--- src/rtl/add_pkg.sv ---
// Shared definitions for the registered adder: default width and the
// two's-complement overflow rule used by the combinational stage.
package add_pkg;

  localparam int ADD_WIDTH_DEF = 32;

  // Overflow occurs when both operands share a sign and the sum's sign differs.
  // Arguments are the sign bits of operand A, operand B and the unsaturated sum.
  function automatic logic add_ovf(input logic a, input logic b, input logic s);
    return (a == b) && (s != a);
  endfunction

endpackage

--- src/rtl/adder_comb.sv ---
// Combinational core of the registered adder: produces the sum, carry-out and
// signed-overflow flag for one operand pair.
// Build option: define ADD_SATURATE_EN to clamp the sum to all-ones on carry-out;
// the flags are computed from the unsaturated sum in both builds.
module adder_comb
  import add_pkg::*;
#(
  parameter int WIDTH = ADD_WIDTH_DEF
) (
  input  logic [WIDTH-1:0] in1,
  input  logic [WIDTH-1:0] in2,
  output logic [WIDTH-1:0] sum,
  output logic             carry,
  output logic             overflow
);

  logic [WIDTH:0] full;

  // Widen by one bit so the carry-out falls out of the addition directly.
  always_comb begin
    full     = {1'b0, in1} + {1'b0, in2};
    carry    = full[WIDTH];
    overflow = add_ovf(in1[WIDTH-1], in2[WIDTH-1], full[WIDTH-1]);
`ifdef ADD_SATURATE_EN
    sum      = full[WIDTH] ? {WIDTH{1'b1}} : full[WIDTH-1:0];
`else
    sum      = full[WIDTH-1:0];
`endif
  end

endmodule

--- src/rtl/adder.sv ---
// Registered unsigned adder with carry-out, signed-overflow and valid strobe.
// One cycle of latency, a new operand pair accepted every cycle.
// Build option: ADD_SATURATE_EN (handled inside adder_comb) saturates the sum.
// WIDTH is intended for the range 2..64.
module adder
  import add_pkg::*;
#(
  parameter int WIDTH = ADD_WIDTH_DEF
) (
  input  logic             clk,
  input  logic             rst_n,
  input  logic             in_valid,
  input  logic [WIDTH-1:0] in1,
  input  logic [WIDTH-1:0] in2,
  output logic             out_valid,
  output logic [WIDTH-1:0] out,
  output logic             carry,
  output logic             overflow
);

  logic [WIDTH-1:0] sum_c;
  logic             carry_c;
  logic             overflow_c;

  logic [WIDTH-1:0] out_d,       out_q;
  logic             carry_d,     carry_q;
  logic             overflow_d,  overflow_q;
  logic             out_valid_d, out_valid_q;

  adder_comb #(
    .WIDTH (WIDTH)
  ) u_comb (
    .in1      (in1),
    .in2      (in2),
    .sum      (sum_c),
    .carry    (carry_c),
    .overflow (overflow_c)
  );

  // Load a new result only when in_valid is high so undriven operands never reach the outputs.
  always_comb begin
    out_valid_d = in_valid;
    out_d       = out_q;
    carry_d     = carry_q;
    overflow_d  = overflow_q;
    if (in_valid) begin
      out_d      = sum_c;
      carry_d    = carry_c;
      overflow_d = overflow_c;
    end
  end

  // Output registers; reset clears everything, discarding any result in flight.
  always_ff @(posedge clk or negedge rst_n) begin
    if (!rst_n) begin
      out_q       <= '0;
      carry_q     <= 1'b0;
      overflow_q  <= 1'b0;
      out_valid_q <= 1'b0;
    end else begin
      out_q       <= out_d;
      carry_q     <= carry_d;
      overflow_q  <= overflow_d;
      out_valid_q <= out_valid_d;
    end
  end

  assign out       = out_q;
  assign carry     = carry_q;
  assign overflow  = overflow_q;
  assign out_valid = out_valid_q;

endmodule

--- config.mk ---
export PLATFORM = sky130hd
export DESIGN_NAME = adder
export DESIGN_NICKNAME = d
export VERILOG_FILES = /design/src/rtl/add_pkg.sv /design/src/rtl/adder_comb.sv /design/src/rtl/adder.sv
export SDC_FILE = /design/constraint.sdc
export NUM_CORES = 1
export LEC_CHECK = 0
export BUFFER_PORTS_ARGS = -buffer_cell sky130_fd_sc_hd__buf_2
export CAP_MARGIN = 20
export CORE_ASPECT_RATIO = 1.75
export CORE_UTILIZATION = 45
export CTS_BUF_LIST = sky130_fd_sc_hd__clkbuf_8
export DETAILED_ROUTE_END_ITERATION = 10
export HOLD_SLACK_MARGIN = 0.1
export PLACE_DENSITY = 0.72
export RECOVER_POWER = 50
export SYNTH_ARGS = -nofsm -noshare
export SYNTH_HDL_FRONTEND = slang
export SYNTH_SLANG_ARGS = --single-unit
--- constraint.sdc ---
create_clock -name clk -period 1 [get_ports clk]
set_input_delay 0.1 -clock clk [delete_from_list [all_inputs] [get_ports clk]]
set_output_delay 0.1 -clock clk [all_outputs]
set_load 0.02 [all_outputs]
==> flow_metrics.env <==
export IMPL_status="complete, but fails checks"
export IMPL_violations="negative setup slack"
export IMPL_slew_viol_final=0
export IMPL_fin_nets=608
export IMPL_cts_tree="yes"
export IMPL_slowest_delay_ns=0.38
export IMPL_antenna_found_initial=0
export IMPL_rsz0062_at_grt="yes"
export IMPL_drc=0
export IMPL_coreArea_sq_mm=0.00628
export IMPL_yosysSeqAreaShare_pct=29.6
export IMPL_final_common_cell="buf_2"
export IMPL_wire_per_inst_microns=16.6
export IMPL_initial_utilization_pct=47.1
export IMPL_fin_crit_sh_pct=201
export IMPL_tightest_slew_ns=0.552
export IMPL_grt_pass1_wl_mm=14.9
export IMPL_ys_ff_latch=35
export IMPL_max_slew_margin_pct=63.2
export IMPL_place_congestion=0.849
export IMPL_overflow=0
export IMPL_cts_max_level=2
export IMPL_synth_area_per_cell_sq_um=9.55
export IMPL_worst_setup_path_start_kind="input pin"
export IMPL_power_mw=6.62
export IMPL_drtPass1Iterations=4
export IMPL_dieArea_sq_mm=0.00692
export IMPL_clockBufferDepth=2
export IMPL_final_util_pct=79.2
export IMPL_r2r_end="out[30]"
export IMPL_hold_end="out[0]"
export IMPL_fin_ws_ns=-1.01
export IMPL_vdd_drop_max_uv=730
export IMPL_io_buffer_count=101
export IMPL_grt_pass1_vias=3337
export IMPL_skew_ns=0
export IMPL_multi_input_area_sq_mm=0.00254
export IMPL_min_path_type="in -> reg"
export IMPL_viasPerCell=5.43
export IMPL_worstReg2RegStart="out[30]"
export IMPL_drive_gt1_share_pct=60.5
export IMPL_synth_edf_count=0
export IMPL_power_density_mw_per_mm2=1330
export IMPL_cp_cell_sequence="buf_6, ha_4, fa_2, a211oi_4, o211ai_2, a211oi_2, o21ai_2, a31oi_4, o21bai_1, xor2_1, mux2_4"
export IMPL_holdPathStages=3
export IMPL_r2r_cells=3
export IMPL_hold_viol_final=0
export IMPL_clk_pin_slew_worst_paths_ns=0.08
export IMPL_async_flop_share_pct=100
export IMPL_drt_iter0_markers=103
export IMPL_clockRootBuffer="clkbuf_8"
export IMPL_p_leak_nw=2.39
export IMPL_die_w_microns=63.3
export IMPL_fin_setup_tns_ns=-23.33
export IMPL_crit_buf_inv=1
export IMPL_fp_dieH_microns=109
export IMPL_cts_buffers=5
export IMPL_critPathCaptureType="flip-flop"
export IMPL_area_delta_synth_final_pct=67.9
export IMPL_place_area_sq_mm=0.00438
export IMPL_clk_latency_ns=0.30
export IMPL_drt_wl_total_mm=9.77
export IMPL_yosysUniqueCellTypes=50
export IMPL_synthCells=310
export IMPL_critPathTopFamily="compound AO/OA/AOI/OAI gates"
export IMPL_vias=3201
export IMPL_grt_max_degree=36
export IMPL_min_from="in2[0]"
export IMPL_n_antenna_cell=0
export IMPL_synth_ff_type="dfrtp_1"
export IMPL_fin_area_sq_mm=0.00497
export IMPL_fmax_ghz=0.496
export IMPL_io_pin_count=102
export IMPL_dp_hpwl_mm=7.00
export IMPL_finalSetupViolCount=32
export IMPL_synth_fp_nets=410
export IMPL_path_class="in -> reg"
export IMPL_ys_warnings_count=0
export IMPL_track_usage_pct=27.7
export IMPL_cap_violations=0
export IMPL_rows=38
export IMPL_period_needed_ns=2.01
export IMPL_layout_common_cells="buf_2 (96), buf_4 (82), dfrtp_1 (35)"
export IMPL_worst_path_max_delay_cell="fa_2"
export IMPL_cp_arrival_ns=2.21
export IMPL_netlist_area_sq_mm=0.00296
export IMPL_fill_cells=437
export IMPL_regArea_sq_um=876
export IMPL_worstPathMaxFanout=4
export IMPL_required_ns=1.19
export IMPL_cts_sinks=35
export IMPL_antenna_left=0
export IMPL_ff2ff_setup_slack_ns=0.05
-- Yosys cell counts, types with 2 or more instances --
library cell	count	area, sq um
a21oi_1	38	190
nor3_1	3	15.0
nor2_1	14	52.6
dfrtp_1	35	876
a21o_1	14	105
xnor2_1	16	140
nand2_1	25	93.8
ha_1	32	400
o31ai_2	2	25.0
a31oi_1	2	12.5
a211oi_2	3	37.5
o211ai_1	5	37.5
a21o_2	2	17.5
nand4_1	6	37.5
nor3b_1	2	15.0
o21ai_2	2	17.5
mux2_2	26	293
inv_1	7	26.3
o31ai_1	3	22.5
a211oi_1	5	37.5
and2_1	2	12.5
o21ai_0	12	60.1
a21oi_2	2	17.5
o21ai_1	2	10.0
clkbuf_1	5	18.8
nand3_1	8	40.0
xor2_1	12	105
o21bai_1	3	22.5
-- flip-flops by register name, indices dropped and copies added (netlist names) --
signal     cells
carry          1
out           32
out_valid      1
overflow       1
-- cell families (layout without fill, tap and decap cells) --
logic type               count (synthesis)  in the layout  synth area share [%]
flip-flops                              35             35                  29.6
XOR/XNOR                                28             28                  8.29
AO/OA/AOI/OAI                          104            104                  23.9
adder cells (fa/ha/maj)                 33             33                  14.2
AND/OR/NAND/NOR                         67             67                  10.8
buffers and inverters                   16            215                  2.83
multiplexers                            27             27                  10.4
-- layer usage --
layer | vias up | global-route usage, % | share of wire [%]
met5 | - | 0 | 0
met4 | 0 | 14.0 | 4.3
met3 | 32 | 3.56 | 2.7
met2 | 93 | 56.2 | 58
met1 | 1537 | 26.5 | 35
li1 | 1539 | - | -
-- where the power goes --
part | switching (mW) | internal [mW] | total (mW)
registers | 0.201 | 1.75 | 1.95
logic | 1.82 | 1.81 | 3.62
clock network | 0.577 | 0.470 | 1.05
-- area by class of cell --
cell class / count / area share [%]
Timing Repair Buffer: 200 / 27.0
Tap cell: 80 / 2.01
Multi-Input combinational cell: 259 / 51.2
Inverter: 7 / 0.529
Clock inverter: 3 / 0.252
Clock buffer: 5 / 1.38
Sequential cell: 35 / 17.6
-- stage by stage --
stage,hold slack [ns],worst slack [ns],instances
3_3_place_gp,0.0783,-1.34,567
3_5_place_dp,0.0910,-1.36,567
2_1_floorplan,-0.196,-1.08,310
5_1_grt,0.151,-1.09,589
4_1_cts,0.147,-0.976,589
6_report,0.148,-1.01,589
-- worst reg2reg max path, stage by stage (launching register included) --
cell and delay (ns):
dfrtp_1 0.38, o21ai_0 0.17, o41ai_1 0.10, a41o_1 0.20
-- how the worst max path moves through the flow --
stage | startpoint | to | slack [ns] | cells past startpoint
after CTS | in1[0] | out[28] | -0.98 | 11
after detailed placement | in1[0] | out[28] | -1.36 | 11
after floorplan | in1[0] | out[28] | -1.08 | 10
final | in1[0] | out[28] | -1.01 | 11
after global placement | in1[0] | out[28] | -1.34 | 11
after global routing | in1[0] | out[28] | -1.09 | 11
-- what timing repair did --
item / CTS / global route
hold buffers: 1 / 0
endpoints found under the hold margin: 35 / 0
setup endpoints to repair: 31 / 33
resized for setup: 54 / 30
buffers inserted: 13 / 4
pin swaps: 26 / 14
(Power assumes the default switching activity.)
